## src/rtl/step_phase_decoder.sv

```systemverilog
// Full-step coil-drive decoder: watches the four H-bridge control lines,
// filters them, and tracks phase, direction, signed position and faults.
module step_phase_decoder #(
  parameter int unsigned POS_W         = 16,
  parameter int unsigned STABLE_CYCLES = 4
) (
  input  logic             CLK,
  input  logic             RST,
  input  logic             INA,
  input  logic             INA2,
  input  logic             INB,
  input  logic             INB2,
  input  logic             ZERO,
  input  logic             CLR_FAULT,
  output logic [POS_W-1:0] POS,
  output logic [1:0]       PHASE,
  output logic             DIR,
  output logic             STEP,
  output logic             SKIP,
  output logic             IDLE,
  output logic             FAULT
);

  localparam int unsigned    CntW   = $clog2(STABLE_CYCLES + 1);
  localparam logic [CntW-1:0] CntMax = CntW'(STABLE_CYCLES);

  typedef enum logic [1:0] {StIdle, StTrack, StFault} state_e;

  logic [3:0]      sync1_q, sync2_q;
  logic [3:0]      cand_q, cand_d;
  logic [CntW-1:0] cnt_q, cnt_d;
  logic            accept;

  logic [1:0]      coil_a, coil_b;
  logic            pat_illegal, pat_off;
  logic [1:0]      new_phase, delta;

  state_e          state_q, state_d;
  logic [POS_W-1:0] pos_q, pos_d;
  logic [1:0]      phase_q, phase_d;
  logic            dir_q, dir_d;
  logic            step_q, step_d;
  logic            skip_q, skip_d;

  // Two-flop synchronizer on the asynchronous bridge lines.
  always_ff @(posedge CLK or posedge RST) begin
    if (RST) begin
      sync1_q <= 4'b0000;
      sync2_q <= 4'b0000;
    end else begin
      sync1_q <= {INA, INA2, INB, INB2};
      sync2_q <= sync1_q;
    end
  end

  // Stability filter: accept a pattern once, when its run length reaches the threshold.
  always_comb begin
    cand_d = cand_q;
    cnt_d  = cnt_q;
    if (sync2_q == cand_q) begin
      if (cnt_q != CntMax) cnt_d = cnt_q + 1'b1;
    end else begin
      cand_d = sync2_q;
      cnt_d  = CntW'(1);
    end
    // A saturated counter on an unchanged pattern must not re-accept.
    accept = (cnt_d == CntMax) && ((cnt_q != CntMax) || (sync2_q != cand_q));
  end

  // Filter state register.
  always_ff @(posedge CLK or posedge RST) begin
    if (RST) begin
      cand_q <= 4'b0000;
      cnt_q  <= '0;
    end else begin
      cand_q <= cand_d;
      cnt_q  <= cnt_d;
    end
  end

  // Classify the sampled pattern and map legal two-coil patterns to a phase index.
  always_comb begin
    coil_a      = sync2_q[3:2];
    coil_b      = sync2_q[1:0];
    pat_illegal = (coil_a == 2'b11) || (coil_b == 2'b11);
    pat_off     = !pat_illegal && ((coil_a == 2'b00) || (coil_b == 2'b00));
    new_phase   = 2'd0;
    case ({coil_a, coil_b})
      4'b1010: new_phase = 2'd0;
      4'b0110: new_phase = 2'd1;
      4'b0101: new_phase = 2'd2;
      4'b1001: new_phase = 2'd3;
      default: new_phase = 2'd0;
    endcase
    delta = new_phase - phase_q;
  end

  // Tracking FSM next state, position arithmetic and pulse generation.
  always_comb begin
    state_d = state_q;
    pos_d   = pos_q;
    phase_d = phase_q;
    dir_d   = dir_q;
    step_d  = 1'b0;
    skip_d  = 1'b0;
    case (state_q)
      StIdle: begin
        if (accept) begin
          if (pat_illegal) begin
            state_d = StFault;
          end else if (!pat_off) begin
            phase_d = new_phase;
            state_d = StTrack;
          end
        end
      end
      StTrack: begin
        if (accept) begin
          if (pat_illegal) begin
            state_d = StFault;
          end else if (pat_off) begin
            state_d = StIdle;
          end else begin
            phase_d = new_phase;
            case (delta)
              2'd1: begin
                pos_d  = pos_q + POS_W'(1);
                dir_d  = 1'b1;
                step_d = 1'b1;
              end
              2'd3: begin
                pos_d  = pos_q - POS_W'(1);
                dir_d  = 1'b0;
                step_d = 1'b1;
              end
              2'd2:    skip_d = 1'b1;
              default: ;
            endcase
          end
        end
      end
      StFault: begin
        if (CLR_FAULT) state_d = StIdle;
      end
      default: state_d = StIdle;
    endcase
    // Zeroing overrides any coincident step on the position only.
    if (ZERO) pos_d = '0;
  end

  // Tracking state register.
  always_ff @(posedge CLK or posedge RST) begin
    if (RST) begin
      state_q <= StIdle;
      pos_q   <= '0;
      phase_q <= 2'd0;
      dir_q   <= 1'b0;
      step_q  <= 1'b0;
      skip_q  <= 1'b0;
    end else begin
      state_q <= state_d;
      pos_q   <= pos_d;
      phase_q <= phase_d;
      dir_q   <= dir_d;
      step_q  <= step_d;
      skip_q  <= skip_d;
    end
  end

  assign POS   = pos_q;
  assign PHASE = phase_q;
  assign DIR   = dir_q;
  assign STEP  = step_q;
  assign SKIP  = skip_q;
  assign IDLE  = (state_q != StTrack);
  assign FAULT = (state_q == StFault);

endmodule
```

## config.mk

```make
export PLATFORM = sky130hd
export DESIGN_NAME = step_phase_decoder
export DESIGN_NICKNAME = d
export VERILOG_FILES = /design/src/rtl/step_phase_decoder.sv
export SDC_FILE = /design/constraint.sdc
export NUM_CORES = 1
export LEC_CHECK = 0
export CAP_MARGIN = 5
export CORE_ASPECT_RATIO = 0.6
export CORE_UTILIZATION = 49
export CTS_CLUSTER_DIAMETER = 60
export CTS_CLUSTER_SIZE = 25
export DETAILED_ROUTE_END_ITERATION = 6
export PLACE_DENSITY = 0.72
export SYNTH_ARGS = -nofsm -noshare
export SYNTH_HDL_FRONTEND = slang
export SYNTH_SLANG_ARGS = --single-unit
```

## constraint.sdc

```tcl
create_clock -name CLK -period 3.4 [get_ports CLK]
set_input_delay 0.68 -clock CLK [delete_from_list [all_inputs] [get_ports CLK]]
set_output_delay 0.68 -clock CLK [all_outputs]
set_load 0.02 [all_outputs]
```

==> results of run 1 <==
logic make-up (layout without fill, tap and decap cells):
group           count (synthesis)  count (layout)  synth area share
xor+xnor                       13              13            0.0534
simple gates                   98              98             0.255
flops                          38              38             0.419
mux                             3               3            0.0138
buf+inv                        27              59            0.0540
compound gates                 62              62             0.172
fa+ha+maj                       6               6            0.0331
sequential cells by signal, indices dropped and copies added (netlist names):
register and flops:
SKIP 1, state_q 2, STEP 1, cnt_q 3, PHASE 2, sync1_q 4
DIR 1, cand_q 4, POS 16, sync2_q 4
per-stage QoR:
stage	hold WS (ns)	TNS (ns)
after floorplan	0.331	0
after global placement	0.332	0
after detailed placement	0.336	0
after CTS	0.353	0
after global routing	0.362	-0.227
final	0.352	0
timing repair:
action                     in CTS  in global routing
buffers inserted                0                  2
resized for setup               0                  9
hold endpoints to repair        0                  0
setup endpoints to repair       0                  6
metal layers:
layer	up-vias	global-route usage	wire [um]
met4	0	0.0565	71
met5	-	0	0
li1	974	-	-
met1	947	0.387	2840
met2	101	0.326	2120
met3	12	0.0736	531
final cells by class:
class / count / share of cell area
clock buffer: 6 / 0.0290
clock inverter: 2 / 0.0211
inverter: 10 / 0.0132
multi-input combinational: 182 / 0.442
sequential: 38 / 0.334
tap: 60 / 0.0264
timing repair buffer: 41 / 0.134
critical path, cell delays in order (launching register included):
cell and delay, ns:
dfrtp_1 0.43, nand2b_1 0.19, nor3_1 0.18, a31oi_2 0.09
ha_4 0.20, xnor2_2 0.14, a211o_1 0.29, nand2_1 0.11
xor2_1 0.16, ha_1 0.26, nand2_1 0.13, or3_1 0.35
o22a_1 0.21, or3_1 0.31, a21oi_1 0.15
placed cells by master, fill, tap and decap left out, types with 3 or more instances in the layout:
master / count
or2_2: 3
a31oi_1: 5
o21ai_1: 3
a21oi_1: 17
and4_1: 6
or4_1: 3
nand3_1: 6
nor2_1: 20
nand2b_1: 3
xor2_1: 3
o21ai_0: 15
nor4_1: 5
buf_4: 11
nand2_1: 14
nor4b_1: 3
xnor2_1: 8
clkdlybuf4s50_1: 30
nand4_1: 6
inv_1: 10
or3_1: 9
clkbuf_8: 6
ha_1: 5
dfrtp_1: 38
nor3_1: 10
power groups by stage:
stage / sequential, mW / clock [mW] / combinational, mW
5_1_grt: 0.473 / 0.502 / 0.0900
2_1_floorplan: 0.480 / 0 / 0.0512
4_1_cts: 0.471 / 0.486 / 0.0770
3_5_place_dp: 0.480 / 0 / 0.0768
6_report: 0.471 / 0.477 / 0.0810
3_3_place_gp: 0.479 / 0 / 0.0763
worst paths after layout:
check | slack [ns] | cells past startpoint | startpoint | to
max in group asynchronous | 2.26 | 3 | RST | cand_q[2]
worst min-delay path | 0.35 | 0 | sync1_q[0] | sync2_q[0]
min in group asynchronous | 0.81 | 3 | RST | state_q[1]
worst max register to register | 0.13 | 14 | sync2_q[0] | POS[8]
worst max-delay path | 0.13 | 14 | sync2_q[0] | POS[8]
worst min register to register | 0.35 | 0 | sync1_q[0] | sync2_q[0]
==> results.toml, run 1 <==
[setup_path]
worstSetupPathType = "reg -> reg"
worst_ep_required_time_ns = 3.62
cp-end-kind = "flip-flop"
crit_arrival_ns = 3.49
path_max_fanout = 6
crit_path_start_kind = "flip-flop"

[cells_and_area]
final_nets = 292
area_delta_synth_final_pct = 25.5
postLayoutCellArea_um2 = 2850
finalCoreUtilization = 0.666
drive_above_1_share = 0.133
multiInputGateArea_um2 = 1260
diodes = 0
layoutNonFillerInstCount = 339
seq_area_um2 = 951
fillers = 324

[min_path]
hp-class = "reg -> reg"

[power_and_ir_drop]
p_sw_frac = 0.212
p_sw_uw = 218
internal-power_uw = 811
combPwrFrac = 0.079
total_power_mw = 1.03
ir_drop_mv = 0.323
seq_power_share = 0.458
power_frac_clock = 0.463
pwr_density_cell_nw_per_um2 = 361
leakagePower_nw = 1.18

[synth]
synth_flop_cell = "dfrtp_1"
netlist_area_um2 = 2270
yosysWarnings = 0
synth_edf_count = 0
synth_common_cells = "dfrtp_1, nor2_1, a21oi_1"
yosysTopAreaCellShare = 0.419
netlist_top_cells_area = "dfrtp_1, a21oi_1, xnor2_1"
synth_fp_nets = 261
synth_seq_cells = 38
seq_area_frac_synth = 0.419
yosysMostFrequentCell = "dfrtp_1"
syn_area_per_cell_um2 = 9.19
yosysUniqueCellTypes = 50
synthArstFlopShare = 1.00
synth_top_cell_by_area = "dfrtp_1"
netlist_instances = 247

[clocking]
cts_hold_buf = 0
cts_inserted_buffers = 5
clk_pin_slew_ns = 0.07
clock_path_buffers = 2
cts.sinks = 38
clk_latency_ns = 0.29
cts_root_buf = "clkbuf_8"
htreeDepth = 2
cts_tree = "built"

[timing]
setup_viol = 0
setup_ws_ns = 0.132
tightest_slew_ns = 0.603
period_minus_slack_ns = 3.27
rsz0062_at_grt = "yes"
finalHoldViolCount = 0
relSlewSlack = 0.588
drv_slew = 0
clock.fmax_mhz = 306
min_period_over_period = 0.961
finClkSkew_ns = 0.00656

[die]
start_util = 0.531
fp.coreArea_um2 = 4280
die_h_um = 54.7
die_w_um = 89.9
io_pins = 31
dieArea_um2 = 4920
rows = 18

[global_route]
grt-ovfl-total = 0
grt_pass1_vias = 1767
grt_max_degree = 39
antenna_found_initial = 0
track_usage = 0.248
grt_first_pass_wirelength_um = 9170

[drt]
wl_per_cell_um = 16.4
num_vias = 2034
drc = 0
drt-pass1-iter-count = 5
antenna_left = 0
routed_wl_um = 5560
routed_via_density = 6.00
drt_iter0_markers = 173

[placed_design]
placed_cells = 329
dp_hpwl_um = 3860
gp_congestion = 0.948
pre_cts_slack_ns = 0.0690
io_buffers = 30
placed_area_um2 = 2640

[outcome]
status = "finished clean"

[run]
cap_violations = 0
No activity file was read; power rests on OpenSTA's default activity.
==> inputs of run 2 (changes only) <==
--- a/config.mk
+++ b/config.mk
@@ -5,13 +5,14 @@
 export SDC_FILE = /design/constraint.sdc
 export NUM_CORES = 1
 export LEC_CHECK = 0
+export ABC_AREA = 1
 export CAP_MARGIN = 5
 export CORE_ASPECT_RATIO = 0.6
-export CORE_UTILIZATION = 49
+export CORE_UTILIZATION = 50
 export CTS_CLUSTER_DIAMETER = 60
 export CTS_CLUSTER_SIZE = 25
 export DETAILED_ROUTE_END_ITERATION = 6
-export PLACE_DENSITY = 0.72
+export PLACE_DENSITY = 0.73
 export SYNTH_ARGS = -nofsm -noshare
 export SYNTH_HDL_FRONTEND = slang
 export SYNTH_SLANG_ARGS = --single-unit
==> results.toml, run 2 <==
[cells_and_area]
final_nets = 393
diodes = 0
finalCoreUtilization = 0.625
mostFrequentLayoutCells = "nand2_1, inv_1, nand3_1"
area_delta_synth_final_pct = 16.8
fillers = 435
largest_register_ffs = 16
drive_above_1_share = 0.0737
layout_commonest_cell = "nand2_1"

[run]
cap_violations = 0

[setup_path]
r2r_end = "POS[8]"
reg2reg_slack_ns = 0.42
worstSetupPathType = "reg -> reg"
r2r_start = "sync2_q[0]"
startpoint = "sync2_q[0]"
cp-end-kind = "flip-flop"
rr_worst_depth = 24
crit_path_start_kind = "flip-flop"
path_max_fanout = 20
crit_arrival_ns = 3.16
worst_ep_required_time_ns = 3.58

[timing]
rsz0062_at_grt = "no"
min_period_over_period = 0.877
clock.fmax_mhz = 335
finalHoldViolCount = 0
period_minus_slack_ns = 2.98
setup_viol = 0
finClkSkew_ns = 0.00594
tns_ns = 0
tightest_slew_ns = 0.814
drv_slew = 0
relSlewSlack = 0.450

[clocking]
cts_root_buf = "clkbuf_8"
cts_inserted_buffers = 5
clock_path_buffers = 2
cts.sinks = 38
clk_pin_slew_ns = 0.08
cts_tree = "built"
cts_hold_buf = 0
htreeDepth = 2
post_cts_buffers = 0
clk_latency_ns = 0.29

[die]
io_pins = 31
start_util = 0.536
fp.coreArea_um2 = 4710
rows = 19
dieArea_um2 = 5340
die_w_um = 93.7
die_h_um = 57.0

[power_and_ir_drop]
seq_power_share = 0.535
power_frac_clock = 0.364
pwr_density_cell_nw_per_um2 = 304
combPwrFrac = 0.101
internal-power_uw = 662
p_sw_uw = 233
p_sw_frac = 0.260
ir_drop_mv = 0.294
leakagePower_nw = 1.52

[drt]
num_vias = 2377
wl_met3_um = 570
wl_per_cell_um = 13.7
routed_via_density = 5.37
top_layer = "met4"
wl_met1_um = 3130
drc = 0
antenna_left = 0
drt_iter0_markers = 183
drt-pass1-iter-count = 6
routed_wl_um = 6050
wl_met2_um = 2310

[synth]
synth_seq_cells = 38
synth_top_cell_by_area = "dfrtp_1"
yosysTopAreaCellShare = 0.377
yosysMostFrequentCell = "nand2_1"
yosysUniqueCellTypes = 36
syn_area_per_cell_um2 = 7.18
synth_fp_nets = 365
synth_flop_cell = "dfrtp_1"
netlist_top_cells_area = "dfrtp_1, nand2_1, nand3_1"
seq_area_frac_synth = 0.377
yosysWarnings = 0
netlist_instances = 351
synth_common_cells = "nand2_1, inv_1, nand3_1"
synthArstFlopShare = 1.00
synth_edf_count = 0
netlist_area_um2 = 2520

[global_route]
grt_first_pass_wirelength_um = 9940
grt_max_degree = 39
grt_pass1_vias = 2036
grt-ovfl-total = 0
antenna_found_initial = 0
track_usage = 0.246

[min_path]
hold_depth = 0
hp-class = "reg -> reg"
min_from = "sync1_q[2]"
worstHoldEndpoint = "sync2_q[2]"

[outcome]
status = "finished clean"

[placed_design]
io_buffers = 30
dp_hpwl_um = 4610
gp_congestion = 0.944
-- run 2: cell types whose count changed in the layout (fill, tap and decap cells not counted), moves of 4 or more --
cell     delta
nand2_1    +92
inv_1      +40
nand3_1    +34
nor3_1      -9
or3_1       -9
buf_4       -8
a21oi_1     -7
and4_1      -6
o41ai_1     +6
nand4_1     -5
nor2_1      +5
nor4_1      -5
nand2_2     +4
xnor2_1     -4
-- run 2: cell families after synthesis --
kind of cell / after synthesis / share of synthesized area
xor+xnor: 9 / 0.0387
compound gates: 48 / 0.123
flops: 38 / 0.377
simple gates: 185 / 0.318
buf+inv: 65 / 0.114
fa+ha+maj: 6 / 0.0298
-- run 2: worst max-delay path, stage by stage, from the launching register on --
cell	delay, ns
dfrtp_1	0.44
inv_2	0.10
nor2_4	0.04
a31oi_1	0.23
ha_1	0.20
inv_1	0.04
nand2_1	0.05
nand2_1	0.06
inv_1	0.06
nand2_2	0.06
nand2_4	0.19
nand2_8	0.17
inv_4	0.18
nand2_1	0.09
nand2_1	0.06
inv_1	0.04
ha_1	0.16
inv_1	0.05
nand2_1	0.08
nand2_1	0.08
nand2_1	0.08
nand2_1	0.16
nand3_1	0.09
nand2_1	0.09
o21ai_1	0.06
-- run 2: how the worst max path moves through the flow --
| stage | to | slack (ns) | cells past startpoint |
|---|---|---|---|
| floorplan | POS[14] | 0.80 | 24 |
| global placement | POS[10] | 0.46 | 25 |
| detailed placement | POS[14] | 0.34 | 25 |
| CTS | POS[14] | 0.33 | 25 |
| global route | POS[8] | 0.01 | 25 |
| finish | POS[8] | 0.42 | 24 |
-- run 2: metrics by stage --
stage                     hold WS, ns  cells  area [um^2]  power (mW)  worst slack [ns]
final                           0.349    443         2940       0.896             0.419
after global routing            0.363    443         2940       0.934            0.0117
after CTS                       0.353    443         2930       0.903             0.327
after detailed placement        0.336    435         2840       0.578             0.336
after global placement          0.331    435         2840       0.576             0.462
after floorplan                 0.331    351         2520       0.544             0.797
-- run 2: layout make-up --
cell class                      count  area [um^2]  share of cell area
Clock inverter                      2         12.5             0.00425
Tap cell                           63         78.8              0.0268
Timing Repair Buffer               33          323               0.110
Multi-Input combinational cell    248         1290               0.439
Inverter                           53          203              0.0688
Sequential cell                    38          952               0.323
Clock buffer                        6         82.6              0.0280
-- run 2: what timing repair did --
action	4_1_cts	5_1_grt
setup endpoints to repair	0	4
resized for setup	0	2
hold endpoints to repair	0	0
-- run 2: metal layers --
| metal | up-vias | global-route usage |
|---|---|---|
| met5 | - | 0 |
| met2 | 103 | 0.331 |
| met1 | 1090 | 0.389 |
| met4 | 0 | 0.0396 |
| met3 | 4 | 0.0773 |
| li1 | 1180 | - |
-- run 2: power groups by stage --
stage          sequential (mW)  clock [mW]  combinational, mW
2_1_floorplan            0.485           0             0.0591
5_1_grt                  0.481       0.353             0.0997
3_5_place_dp             0.488           0             0.0897
6_report                 0.479       0.326             0.0902
4_1_cts                  0.479       0.333             0.0902
3_3_place_gp             0.488           0             0.0883
